**src/rtl/level_score_ctrl.sv**
```systemverilog
// Game-progress controller: saturating score, per-level countdown and level
// sequencing (PLAY / LEVEL_END / LOSE / WON) for the HUD and object generators.
module level_score_ctrl #(
    parameter int FRAMES_PER_SEC = 30,
    parameter int LEVEL_TIME     = 60,
    parameter int NUM_LEVELS     = 4,
    parameter int TARGET_BASE    = 100,
    parameter int TARGET_STEP    = 100,
    parameter int HOLD_FRAMES    = 90
) (
    input  logic        clk,
    input  logic        resetN,
    input  logic        startOfFrame,
    input  logic        start_key,
    input  logic        hit_pulse,
    input  logic [7:0]  hit_value,
    output logic [2:0]  state,
    output logic [2:0]  level,
    output logic [15:0] score,
    output logic [15:0] target,
    output logic [6:0]  time_left,
    output logic        sec_tick,
    output logic        level_up
);

    localparam int FC_W = (FRAMES_PER_SEC > 1) ? $clog2(FRAMES_PER_SEC) : 1;
    localparam int HC_W = (HOLD_FRAMES > 1) ? $clog2(HOLD_FRAMES) : 1;

    localparam logic [FC_W-1:0] FC_LAST     = FC_W'(FRAMES_PER_SEC - 1);
    localparam logic [HC_W-1:0] HC_LAST     = HC_W'(HOLD_FRAMES - 1);
    localparam logic [2:0]      LAST_LEVEL  = 3'(NUM_LEVELS);
    localparam logic [6:0]      TIME_INIT   = 7'(LEVEL_TIME);
    localparam logic [15:0]     TARGET_INIT = 16'(TARGET_BASE);
    localparam logic [16:0]     TARGET_INC  = 17'(TARGET_STEP);

    typedef enum logic [2:0] {
        S_IDLE      = 3'd0,
        S_PLAY      = 3'd1,
        S_LEVEL_END = 3'd2,
        S_LOSE      = 3'd3,
        S_WON       = 3'd4
    } state_t;

    state_t          r_state;
    logic [2:0]      r_level;
    logic [15:0]     r_score;
    logic [15:0]     r_target;
    logic [6:0]      r_time_left;
    logic            r_sec_tick;
    logic            r_level_up;
    logic [FC_W-1:0] r_frame_cnt;
    logic [HC_W-1:0] r_hold_cnt;

    state_t          w_state_nxt;
    logic [2:0]      w_level_nxt;
    logic [15:0]     w_score_nxt;
    logic [15:0]     w_target_nxt;
    logic [6:0]      w_time_left_nxt;
    logic            w_sec_tick_nxt;
    logic            w_level_up_nxt;
    logic [FC_W-1:0] w_frame_cnt_nxt;
    logic [HC_W-1:0] w_hold_cnt_nxt;

    logic [16:0]     w_score_sum;
    logic [15:0]     w_score_play;
    logic [16:0]     w_target_sum;
    logic [15:0]     w_target_inc;

    // Sums are formed one bit wider so the carry selects the saturated value.
    assign w_score_sum  = {1'b0, r_score} + {9'd0, hit_value};
    assign w_score_play = !hit_pulse      ? r_score :
                          w_score_sum[16] ? 16'hFFFF : w_score_sum[15:0];
    assign w_target_sum = {1'b0, r_target} + TARGET_INC;
    assign w_target_inc = w_target_sum[16] ? 16'hFFFF : w_target_sum[15:0];

    always_comb begin
        // NOTE: every next-state signal gets a default first, so no path leaves one unassigned and no latch is inferred.
        w_state_nxt     = r_state;
        w_level_nxt     = r_level;
        w_score_nxt     = r_score;
        w_target_nxt    = r_target;
        w_time_left_nxt = r_time_left;
        w_sec_tick_nxt  = 1'b0;
        w_level_up_nxt  = 1'b0;
        w_frame_cnt_nxt = r_frame_cnt;
        w_hold_cnt_nxt  = r_hold_cnt;

        case (r_state)
            S_PLAY: begin
                w_score_nxt = w_score_play;
                if (startOfFrame) begin
                    if (r_frame_cnt == FC_LAST) begin
                        w_frame_cnt_nxt = '0;
                        w_time_left_nxt = r_time_left - 7'd1;
                        w_sec_tick_nxt  = 1'b1;
                        // Final second: judge the level on the score including this cycle's hit.
                        if (r_time_left == 7'd1) begin
                            w_hold_cnt_nxt = '0;
                            if (w_score_play >= r_target)
                                w_state_nxt = (r_level == LAST_LEVEL) ? S_WON : S_LEVEL_END;
                            else
                                w_state_nxt = S_LOSE;
                        end
                    end else begin
                        w_frame_cnt_nxt = r_frame_cnt + FC_W'(1);
                    end
                end
            end

            S_LEVEL_END: begin
                if (startOfFrame) begin
                    if (r_hold_cnt == HC_LAST) begin
                        w_state_nxt     = S_PLAY;
                        w_level_nxt     = r_level + 3'd1;
                        w_target_nxt    = w_target_inc;
                        w_time_left_nxt = TIME_INIT;
                        w_frame_cnt_nxt = '0;
                        w_hold_cnt_nxt  = '0;
                        w_level_up_nxt  = 1'b1;
                    end else begin
                        w_hold_cnt_nxt = r_hold_cnt + HC_W'(1);
                    end
                end
            end

            S_IDLE, S_LOSE, S_WON: begin
                if (start_key) begin
                    w_state_nxt     = S_PLAY;
                    w_level_nxt     = 3'd1;
                    w_score_nxt     = '0;
                    w_target_nxt    = TARGET_INIT;
                    w_time_left_nxt = TIME_INIT;
                    w_frame_cnt_nxt = '0;
                    w_hold_cnt_nxt  = '0;
                end
            end

            default: w_state_nxt = S_IDLE;
        endcase
    end

    always_ff @(posedge clk or negedge resetN) begin
        if (!resetN) begin
            r_state     <= S_IDLE;
            r_level     <= 3'd1;
            r_score     <= '0;
            r_target    <= TARGET_INIT;
            r_time_left <= TIME_INIT;
            r_sec_tick  <= 1'b0;
            r_level_up  <= 1'b0;
            r_frame_cnt <= '0;
            r_hold_cnt  <= '0;
        end else begin
            // NOTE: non-blocking assignments so every register samples the pre-edge values.
            r_state     <= w_state_nxt;
            r_level     <= w_level_nxt;
            r_score     <= w_score_nxt;
            r_target    <= w_target_nxt;
            r_time_left <= w_time_left_nxt;
            r_sec_tick  <= w_sec_tick_nxt;
            r_level_up  <= w_level_up_nxt;
            r_frame_cnt <= w_frame_cnt_nxt;
            r_hold_cnt  <= w_hold_cnt_nxt;
        end
    end

    assign state     = r_state;
    assign level     = r_level;
    assign score     = r_score;
    assign target    = r_target;
    assign time_left = r_time_left;
    assign sec_tick  = r_sec_tick;
    assign level_up  = r_level_up;

endmodule

```
**config.mk**
```make
export PLATFORM = sky130hd
export DESIGN_NAME = level_score_ctrl
export DESIGN_NICKNAME = d
export VERILOG_FILES = /design/src/rtl/level_score_ctrl.sv
export SDC_FILE = /design/constraint.sdc
export NUM_CORES = 1
export LEC_CHECK = 0
export CORE_UTILIZATION = 57
export DETAILED_ROUTE_END_ITERATION = 10
export DONT_BUFFER_PORTS = 1
export GPL_TIMING_DRIVEN = 1
export PLACE_DENSITY = 0.76
export SETUP_SLACK_MARGIN = 0.3
export SLEW_MARGIN = 20
export SYNTH_ARGS = -nofsm -noshare
export SYNTH_HDL_FRONTEND = slang
export SYNTH_SLANG_ARGS = --single-unit
```
**constraint.sdc**
```tcl
create_clock -name clk -period 6.1 [get_ports clk]
set_input_delay 1.83 -clock clk [delete_from_list [all_inputs] [get_ports clk]]
set_output_delay 1.83 -clock clk [all_outputs]
set_load 0.03 [all_outputs]
```
---- Word-level counts from Yosys, hierarchy flattened ----
Cells that the tools add are included.
Widths: inputs -> output; s select.
storage, ports and cells
  register bits after elaboration ......... 59
  bits of input ports ..................... 13
  output and inout port bits .............. 47
  logic and storage cells ................. 87
cells by class
  $add $sub $neg .......................... 6
  $lt $le $gt $ge ......................... 1
  equal/unequal tests ..................... 14
  mux-type cells .......................... 46
  reductions and logical operators ........ 11
operators by type and width
  kind                   count
  $mux 16                7
  $mux 7                 11
  $pmux 16 s2            2
  $pmux 7 s3             2
  $mux 3                 10
  $mux 5                 5
  $reduce_and 6->1       3
  $add 16x7->17 const B  1
  $add 16x8->17          1
  $ge 16x16->1           1
  $pmux 5 s3             1
  $ne 2x2->1 const B     6
  $pmux 3 s3             1
  $add 7x1->7 const B    1
  $eq 7x1->1 const B     1
  $eq 7x7->1 const B     1
  $sub 7x1->7 const B    1
  $eq 3x2->1 const B     2
  $eq 3x3->1 const B     2
  $mux 1                 6
  $pmux 3 s2             1
  $add 5x1->5 const B    1
  $eq 5x5->1 const B     1
  $reduce_and 5->1       1
  8 further kinds        9

---- Logic depth before layout (Yosys ltp) ----
  word-level depth ........................ 9
  depth in mapped cells ................... 14
  depth with buffers taken out ............ 13

---- Worst setup path after synthesis ----
No wires, ideal clock.
  kind .................................... input port to flip-flop
  from .................................... input port hit_value[0]
  to ...................................... register r_state[2], in the netlist state[2]
  arrival time ............................ 4.774 ns
  data required time ...................... 5.972 ns
  slack ................................... 1.198 ns
  stages on the path ...................... 13
  path buffers ............................ 0
  cells stage by stage .................... ha_1 -> fa_1 -> a211oi_1 -> o211a_1 -> nor2_1 -> a211oi_1 -> a31oi_1 -> ha_1 -> a21oi_1 -> o21ai_0 -> a2111oi_0 -> a21boi_0 -> o31ai_1
between the ends
  cells in the longest elaborated chain, start to end .. 9
ends and longest elaborated chain
  what                  line  RTL
  start, declared       16    input logic [7:0] hit_value,
  $add 16x8->17         70    assign w_score_sum = {1'b0, r_score} + {9'd0, hit_value};
  $mux 16               72    w_score_sum[16] ? 16'hFFFF : w_score_sum[15:0];
  $mux 16               71    assign w_score_play = !hit_pulse ? r_score :
  $ge 16x16->1          99    if (w_score_play >= r_target)
  $mux 3                99
  $mux 3                97    if (r_time_left == 7'd1) begin
  $mux 3                92    if (r_frame_cnt == FC_LAST) begin
  $mux 3                91    if (startOfFrame) begin
  $pmux 3 s3            88    case (r_state)
  end signal, assigned  155   r_state <= w_state_nxt;
  end, declared         44    state_t r_state;
No other way between the ends. The select of a mux whose other input is x is not followed.
A chain may end at the register's enable or synchronous reset.

---- Worst setup path in the final report ----
Ends and elaborated chain as after synthesis.

==> impl_metrics.ini <==
[logic_synthesis]
ys_async_sr_fraction = 1.00
synth_top_cell_by_area = dfrtp_1
synth_top_cell_area_share = 0.297
syn_inst = 484
syn_nets = 531
ys_seq_area_frac = 0.346
synth_commonest_cells = 50 x dfrtp_1, 44 x nand2_1, 34 x a21oi_1
synth_edf_count = 0
syn_avg_cell_area_sq_um = 8.71
synth_ff_type = dfrtp_1
yosys-top-cells-area = dfrtp_1 30%, ha_1 9.8%, dfstp_2 5.0%
synth_seq_cells = 58
netlist_area_sq_mm = 0.00422
yosys_warnings = 0
synth.distinct_cells = 69
yosys.cell_count.top_type = dfrtp_1

[outcome]
status = completed

[clocking]
root_buffer = clkbuf_8
path_clk_slew_ns = 0.07
cts_setup_buffers = 0
ctsHtreeMaxLevel = 3
ctsLongestPathBuffers = 2
insertion_delay_ns = 0.35
postCtsHoldBufs = 0
numClockSinks = 58
cts.repair.resized = 0
numCtsBuffers = 9
cts_tree = built

[pwr]
p_sw_w = 0.000721
leakage_nw = 1.92
pwr-share-clk = 0.206
power_w = 0.00161
p_int_w = 0.000884
power_density_mw_per_mm2 = 361
power_frac_comb = 0.368
sequentialPowerShare = 0.426
switching_share = 0.449
peakVddDrop_uv = 314

[min_path]
hp-start = r_frame_cnt[4]
worstHoldPathType = flip-flop to flip-flop

[critical_path]
crit_type = input port to flip-flop
crit_path_end_kind = flip-flop
r2r_start = score[0]
start_kind = input port
critPathLaunch = hit_value[0]
required_ns = 6.33
cp_data_arrival_time_ns = 5.50
cp_max_fo = 19

[floorplan]
core_area_sq_mm = 0.00698
chipWidth_um = 88.0
dieArea_sq_mm = 0.00775
die_y_um = 88.0
io_pins = 60
num_rows = 30
start_util = 0.604

[timing]
maxSlewHeadroom = 0.317
drv_slew = 0
fmax_ghz = 0.190
setup_viol = 0
min_period_over_period = 0.865
final.setup.tns_ns = 0
worstMarginPinSlew_ns = 1.02
skew_ns = 0.00895
rsz0062_at_grt = no
post-route-min-period_ns = 5.27
hold_viol_final = 0

[placement]
numPortBuffers = 0
dp_hpwl_mm = 7.39
place_congestion = 0.894

[global_routing]
antenna_found_initial = 0
grt_pass1_wl_mm = 16.5
overflow = 0
grt_usage = 0.276
grt_pass1_vias = 3646
grt_max_degree = 59

[detailed_routing]
drt_iter0_markers = 328
vias_per_cell = 6.62
vias = 3827
routedWlPerCell_um = 17.7
ant_nets = 0
first_pass_iters = 5
routed_wl_mm = 10.2
drc = 0

[job]
maxCapViolations = 0

[final_layout]
fin_nets = 524
areaGrowthSynthToFinish_pct = 5.31
nFillCells = 622
diodes = 0
drive_above_1_share = 0.0726
## state kept, by name (all words and copies together) (netlist names)
name	cells
level_up	1
target	15
state	3
sec_tick	1
time_left	7
r_frame_cnt	5
score	16
r_hold_cnt	7
level	3
## worst paths after layout
| check | slack (ns) | cells after the start | endpoint |
|---|---|---|---|
| worst max-delay path | 0.83 | 13 | state[2] |
| worst min-delay path | 0.51 | 1 | r_frame_cnt[4] |
| worst max register to register | 1.63 | 13 | state[2] |
| worst min register to register | 0.51 | 1 | r_frame_cnt[4] |
| max in group asynchronous | 4.72 | 0 | time_left[5] |
| min in group asynchronous | 1.17 | 0 | target[3] |
## cells in the final DEF, fill, tap and decap left out, drive strengths merged, types with 7 or more instances in the layout
master,netlist,layout
clkbuf,9,12
nand2,44,44
inv,28,28
o311ai,7,7
o31ai,9,9
o21ai,48,48
a31oi,18,18
nand4,7,7
a21oi,34,34
ha,33,33
nor2,29,29
nand2b,10,10
dfrtp,50,50
and3,10,10
nand3,19,19
dfstp,8,8
a21o,9,9
a211oi,10,10
## through the flow
stage / area, sq um / util / std cells / hold slack [ns] / setup slack (ns)
floorplan: 4220 / - / 484 / 0.460 / 1.20
global placement: 4260 / 0.610 / 562 / 0.488 / 0.750
detailed placement: 4260 / 0.610 / 562 / 0.498 / 0.478
CTS: 4440 / 0.636 / 578 / 0.511 / 0.852
global route: 4440 / 0.636 / 578 / 0.535 / 0.469
finish: 4440 / 0.636 / 578 / 0.511 / 0.826
## critical path, stage by stage
cell       delay, ns
ha_1            0.19
fa_1            0.26
a211oi_1        0.11
o211a_1         0.27
nor2_1          0.79
a21boi_0        0.24
a41oi_1         0.27
ha_1            0.27
a21oi_1         0.17
o21ai_0         0.10
a2111oi_0       0.58
a21boi_0        0.32
o31ai_1         0.11
## layer usage
layer	vias up	wire (um)	GRT usage
met5	-	0	0
met4	0	251	0.125
met3	30	666	0.0716
met2	153	4940	0.464
met1	1824	4360	0.332
li1	1820	-	-
## final cells by class
cell class / count / area [sq um] / area share
Clock buffer: 12 / 155 / 0.0349
Inverter: 28 / 105 / 0.0237
Sequential cell: 58 / 1460 / 0.329
Multi-Input combinational cell: 379 / 2570 / 0.578
Timing Repair Buffer: 1 / 7.51 / 0.00169
Clock inverter: 4 / 26.3 / 0.00592
Tap cell: 96 / 120 / 0.0270
## cells by family (layout without fill, tap and decap cells)
family | Yosys count | after routing | synth area share
xor gates and xnor gates | 8 | 8 | 0.0166
AOI/OAI and AO/OA | 181 | 181 | 0.291
DFF | 58 | 58 | 0.346
muxes | 3 | 3 | 0.00742
and+or+nand+nor | 153 | 153 | 0.191
adders and majority gates | 34 | 34 | 0.103
buffers and inverters | 47 | 45 | 0.0451
## power groups by stage
| stage | registers, W | clock network [W] | logic, W |
|---|---|---|---|
| 6_report | 0.000683 | 0.000331 | 0.000591 |
| 5_1_grt | 0.000695 | 0.000351 | 0.000667 |
| 4_1_cts | 0.000680 | 0.000336 | 0.000588 |
| 3_5_place_dp | 0.000687 | 0 | 0.000584 |
| 3_3_place_gp | 0.000685 | 0 | 0.000560 |
| 2_1_floorplan | 0.000649 | 0 | 0.000488 |
Power figures use the tool's default switching activity.
